## src/rtl/tdes_cbc.sv

```systemverilog
// tdes_cbc: CBC chaining controller in front of an external TDES core.
//
// Accepts 64-bit blocks from upstream, combines them with the running chain
// value, hands key/mode/data to the TDES core through a valid/ready start
// handshake, collects the core result and presents it downstream under
// backpressure.
//
// Ports:
//   clk_i, reset_i            clock (rising edge), async active-low reset
//   cbc_i                     (TDES_CBC_ECB_EN only) 1 = CBC, 0 = ECB
//   mode_i                    0 = encrypt, 1 = decrypt (sampled on accept)
//   start_i, iv_i             start a new chain from iv_i (sampled on accept)
//   key1_i..key3_i            three independent TDES keys (sampled on accept)
//   data_i, valid_i, ready_o  upstream block handshake
//   data_o, valid_o, ready_i  downstream result handshake
//   core_*_o                  mode/keys/data/start towards the TDES core
//   core_ready_i              TDES core can take a start
//   core_data_i, core_valid_i TDES core result and its one-cycle strobe
//
// Configuration macro: TDES_CBC_ECB_EN adds the cbc_i port so that ECB
// operation can be selected per block. Without it the block is always CBC.

module tdes_cbc (
  input  logic        clk_i,
  input  logic        reset_i,
`ifdef TDES_CBC_ECB_EN
  input  logic        cbc_i,
`endif
  input  logic        mode_i,
  input  logic        start_i,
  input  logic [63:0] key1_i,
  input  logic [63:0] key2_i,
  input  logic [63:0] key3_i,
  input  logic [63:0] iv_i,
  input  logic [63:0] data_i,
  input  logic        valid_i,
  output logic        ready_o,
  output logic [63:0] data_o,
  output logic        valid_o,
  input  logic        ready_i,
  output logic        core_mode_o,
  output logic [63:0] core_key1_o,
  output logic [63:0] core_key2_o,
  output logic [63:0] core_key3_o,
  output logic [63:0] core_data_o,
  output logic        core_valid_o,
  input  logic        core_ready_i,
  input  logic [63:0] core_data_i,
  input  logic        core_valid_i
);

  typedef enum logic [1:0] {IDLE, SEND, WAIT, OUT} state_t;

  state_t      state_q, state_d;
  logic        mode_q;
  logic [63:0] key1_q, key2_q, key3_q;
  logic [63:0] in_q;
  logic [63:0] chain_q;
  logic [63:0] chain_new;
  logic [63:0] core_data_q;
  logic [63:0] data_q;
  logic        accept;
  logic        in_cbc;
  logic        cbc_q;

  assign accept = valid_i && (state_q == IDLE);

`ifdef TDES_CBC_ECB_EN
  assign in_cbc = cbc_i;

  always_ff @(posedge clk_i or negedge reset_i) begin
    if (!reset_i) begin
      cbc_q <= 1'b0;
    end else if (accept) begin
      cbc_q <= cbc_i;
    end
  end
`else
  assign in_cbc = 1'b1;
  assign cbc_q  = 1'b1;
`endif

  // Chain value the accepted block is combined with: a new chain starts from
  // the IV in the same cycle it is loaded, otherwise the running value.
  assign chain_new = (in_cbc && start_i) ? iv_i : chain_q;

  always_ff @(posedge clk_i or negedge reset_i) begin
    if (!reset_i) begin
      state_q <= IDLE;
    end else begin
      state_q <= state_d;
    end
  end

  always_comb begin
    state_d      = state_q;
    ready_o      = 1'b0;
    valid_o      = 1'b0;
    core_valid_o = 1'b0;
    case (state_q)
      IDLE: begin
        ready_o = 1'b1;
        if (valid_i) state_d = SEND;
      end
      SEND: begin
        // Start strobe only while the core is ready, so it fires exactly once.
        core_valid_o = core_ready_i;
        if (core_ready_i) state_d = WAIT;
      end
      WAIT: begin
        if (core_valid_i) state_d = OUT;
      end
      OUT: begin
        valid_o = 1'b1;
        if (ready_i) state_d = IDLE;
      end
      default: state_d = IDLE;
    endcase
  end

  always_ff @(posedge clk_i or negedge reset_i) begin
    if (!reset_i) begin
      mode_q      <= 1'b0;
      key1_q      <= '0;
      key2_q      <= '0;
      key3_q      <= '0;
      in_q        <= '0;
      chain_q     <= '0;
      core_data_q <= '0;
      data_q      <= '0;
    end else begin
      if (accept) begin
        mode_q      <= mode_i;
        key1_q      <= key1_i;
        key2_q      <= key2_i;
        key3_q      <= key3_i;
        in_q        <= data_i;
        chain_q     <= chain_new;
        // Encryption whitens the plaintext before the core; decryption sends
        // the ciphertext as-is and unchains on the way out instead.
        core_data_q <= (in_cbc && !mode_i) ? (data_i ^ chain_new) : data_i;
      end
      if ((state_q == WAIT) && core_valid_i) begin
        data_q <= (cbc_q && mode_q) ? (core_data_i ^ chain_q) : core_data_i;
        // The next chain value is always the ciphertext of this block.
        if (cbc_q) chain_q <= mode_q ? in_q : core_data_i;
      end
    end
  end

  assign data_o      = data_q;
  assign core_mode_o = mode_q;
  assign core_key1_o = key1_q;
  assign core_key2_o = key2_q;
  assign core_key3_o = key3_q;
  assign core_data_o = core_data_q;

endmodule

```

## config.mk

```make
export PLATFORM = sky130hd
export DESIGN_NAME = tdes_cbc
export DESIGN_NICKNAME = d
export VERILOG_FILES = /design/src/rtl/tdes_cbc.sv
export SDC_FILE = /design/constraint.sdc
export NUM_CORES = 1
export LEC_CHECK = 0
export ABC_AREA = 0
export ABC_CLOCK_PERIOD_IN_PS = 5100
export BUFFER_PORTS_ARGS = -buffer_cell sky130_fd_sc_hd__buf_2
export CAP_MARGIN = 10
export CORE_AREA = 2 2 280 282
export DETAILED_ROUTE_END_ITERATION = 10
export DIE_AREA = 0 0 282 284
export GPL_TIMING_DRIVEN = 0
export PLACE_DENSITY_LB_ADDON = 0.05
export SYNTH_ARGS = -nofsm -noshare
export SYNTH_HDL_FRONTEND = slang
export SYNTH_SLANG_ARGS = --single-unit
```

## constraint.sdc

```tcl
create_clock -name clk_i -period 5.1 [get_ports clk_i]
set_clock_uncertainty 0.15 [all_clocks]
set_input_delay 1.53 -clock clk_i [delete_from_list [all_inputs] [get_ports clk_i]]
set_output_delay 1.53 -clock clk_i [all_outputs]
set_load 0.005 [all_outputs]
```

==> results.json <==
{
  "status": "finished clean",
  "crit_arrival_ps": 1910,
  "num_rows": 102,
  "cp_max_fo": 2,
  "place_ws_ps": 958,
  "ant_nets": 0,
  "rsz0062_at_grt": "no",
  "worstSetupStartpointType": "input port",
  "post-route-worst-setup-slack_ps": 1510,
  "drc": 0,
  "max-cap-violations": 0,
  "port_buffers": 713,
  "tns_ps": 0,
  "synth_area_per_cell_um2": 9.08,
  "synthCells": 2230,
  "cts_resized": 0,
  "area_growth_pct": 34.4,
  "drt_wl_total_um": 90000,
  "syn_nets": 2627,
  "path_clk_slew_ps": 50,
  "cts_hold_buffers": 0,
  "h-tree-depth": 2,
  "io_pins": 716,
  "cts_buffers": 57,
  "grt_pass1_wl_um": 132000,
  "grt_overflow": 0,
  "synthAdderAreaFrac_pct": 0.309,
  "synth_compound_area_share_pct": 7.59,
  "cts_setup_buffers": 0,
  "synth-xor-area-share_pct": 2.77,
  "r2r-start": "state_q[0]",
  "leakage_nw": 14.0,
  "slew_viol_final": 0,
  "synth_area_leader_cell": "dfrtp_1",
  "cts_num_sinks": 451,
  "die_area_um2": 80100,
  "synth.area.mux_share_pct": 6.44,
  "worst-r2r-setup-slack_ps": 2040,
  "synth_area_um2": 20200,
  "hold_violations": 0,
  "worst_setup_path_end_kind": "primary output",
  "track_usage_pct": 22.1,
  "ys_ff_latch": 451,
  "synthTopCellsByCount": "nand2_1, dfrtp_1, mux2i_1",
  "yosys.cell_count.top_type": "nand2_1",
  "tightestPinTransition_ps": 1120,
  "hp-class": "reg -> reg",
  "yosys_warnings": 0,
  "synth-async-reset-ratio_pct": 100,
  "cts_tree": "built",
  "dr.pass1.iters": 9,
  "cts_root_buffer": "clkbuf_16",
  "clockBufferDepth": 3,
  "drt-initial-drc-count": 1111,
  "setup_viol": 0,
  "fmax_mhz": 278,
  "crit_type": "in -> out",
  "die_h_um": 284,
  "holdPathEnd": "core_key3_o[11]",
  "start_util_pct": 26.3,
  "clkLatencyLatePin_ps": 610,
  "synth_cell_types": 23,
  "slew-limit-headroom_pct": 25.3,
  "worstRegToRegCells": 7,
  "grt_max_degree": 107,
  "dpl_cell_area_um2": 25200,
  "hold_depth": 2,
  "grt_pass1_vias": 19484,
  "powerDensity_nw_per_um2": 604,
  "synthSimpleGateAreaFrac_pct": 23.3,
  "viasPerCell": 4.62,
  "antenna_found_initial": 39,
  "worstPathRequired_ps": 3420,
  "vias": 18955,
  "routedWlPerCell_um": 21.9,
  "synth_top_family_by_area": "simple AND/OR/NAND/NOR gates",
  "regToRegEndpoint": "in_q[54]",
  "synth_edf_count": 0,
  "min-delay-start": "core_key3_o[11]",
  "synth_top_cell_area_share_pct": 55.8,
  "ir_worst_vdd_mv": 0.288,
  "core-area_um2": 77000,
  "seq_area_frac_synth_pct": 55.8,
  "die_w_um": 282,
  "synth_area_leaders": "dfrtp_1, nand2_1, mux2i_1, nand3_1, o21ai_0",
  "finalNetCount": 3403,
  "gp_congestion": 0.868,
  "fin_crit_ps": 3590,
  "ys.flop_type": "dfrtp_1",
  "final_cell_area_um2": 27200,
  "drive_gt1_share_pct": 29.2,
  "post-route-period-util_pct": 70.4,
  "dp_hpwl_um": 69000
}
-- worst max-delay path: stages --
cell and delay, ps:
buf_2 100, and2_1 140, buf_2 140
-- metal layers --
metal,global-route usage [%],part of all wire (%),vias up
li1,-,-,8940
met1,26.9,40,9256
met2,38.2,50,563
met3,6.33,7.9,150
met4,5.19,2.0,46
met5,0,0.34,-
-- flip-flops by register name, indices dropped and copies added (netlist names) --
signal and cells:
chain_q 64, data_o 64, core_mode_o 1, core_key3_o 64
in_q 64, state_q 2, core_key2_o 64, core_data_o 64
core_key1_o 64
-- cells by family (layout without fill, tap and decap cells) --
kind of cell	count (synthesis)	after routing
simple gates	1165	1165
flops	451	451
compound gates	257	257
buf+inv	158	979
mux	130	130
xor+xnor	64	64
fa+ha+maj	5	5
other cells	0	13
-- through the flow --
stage | util (%) | power (mW) | hold WS (ps) | std cells
2_1_floorplan | - | 9.22 | 295 | 2230
3_3_place_gp | 32.6 | 12.3 | 304 | 3983
3_5_place_dp | 32.8 | 12.4 | 307 | 3987
4_1_cts | 35.3 | 16.7 | 321 | 4091
5_1_grt | 35.3 | 17.7 | 336 | 4100
6_report | 35.3 | 16.4 | 316 | 4104
-- cells in the final DEF (no fill, tap or decap), types with 4 or more instances in the layout --
cell type / n
buf_12: 5
clkbuf_8: 14
buf_2: 783
a31oi_1: 64
bufinv_16: 5
clkbuf_16: 58
buf_16: 4
buf_1: 6
o21ai_0: 128
mux2i_1: 129
ha_1: 5
dfrtp_1: 451
nand3_1: 128
diode_2: 13
or3_1: 64
nand2_1: 901
xor2_1: 64
o211ai_1: 64
clkinv_2: 12
nor2_1: 65
clkbuf_1: 81
buf_4: 4
-- final cells by class --
class	instances	area, µm²
multi-input combinational	1621	8180
inverter	3	11.3
clock inverter	20	243
tap	1040	1300
fill	8314	49800
antenna	13	32.5
buffer	155	767
sequential	451	11300
timing repair buffer	717	3690
clock buffer	84	1690
-- power breakdown --
part | leakage [nW] | total (mW) | internal (mW) | switching [mW]
logic | 7.53 | 5.97 | 2.35 | 3.62
clock network | 0.958 | 4.20 | 2.53 | 1.67
registers | 5.56 | 6.25 | 5.26 | 0.983
total | 14.0 | 16.4 | 10.1 | 6.27
-- worst max-delay path by stage --
stage	from	to
6_report	core_ready_i	core_valid_o
5_1_grt	core_ready_i	core_valid_o
4_1_cts	core_ready_i	core_valid_o
3_5_place_dp	core_valid_i	chain_q[60]
3_3_place_gp	reset_i	core_key3_o[21]
2_1_floorplan	core_ready_i	core_valid_o
Note: power is estimated with default switching activity, not from simulation.
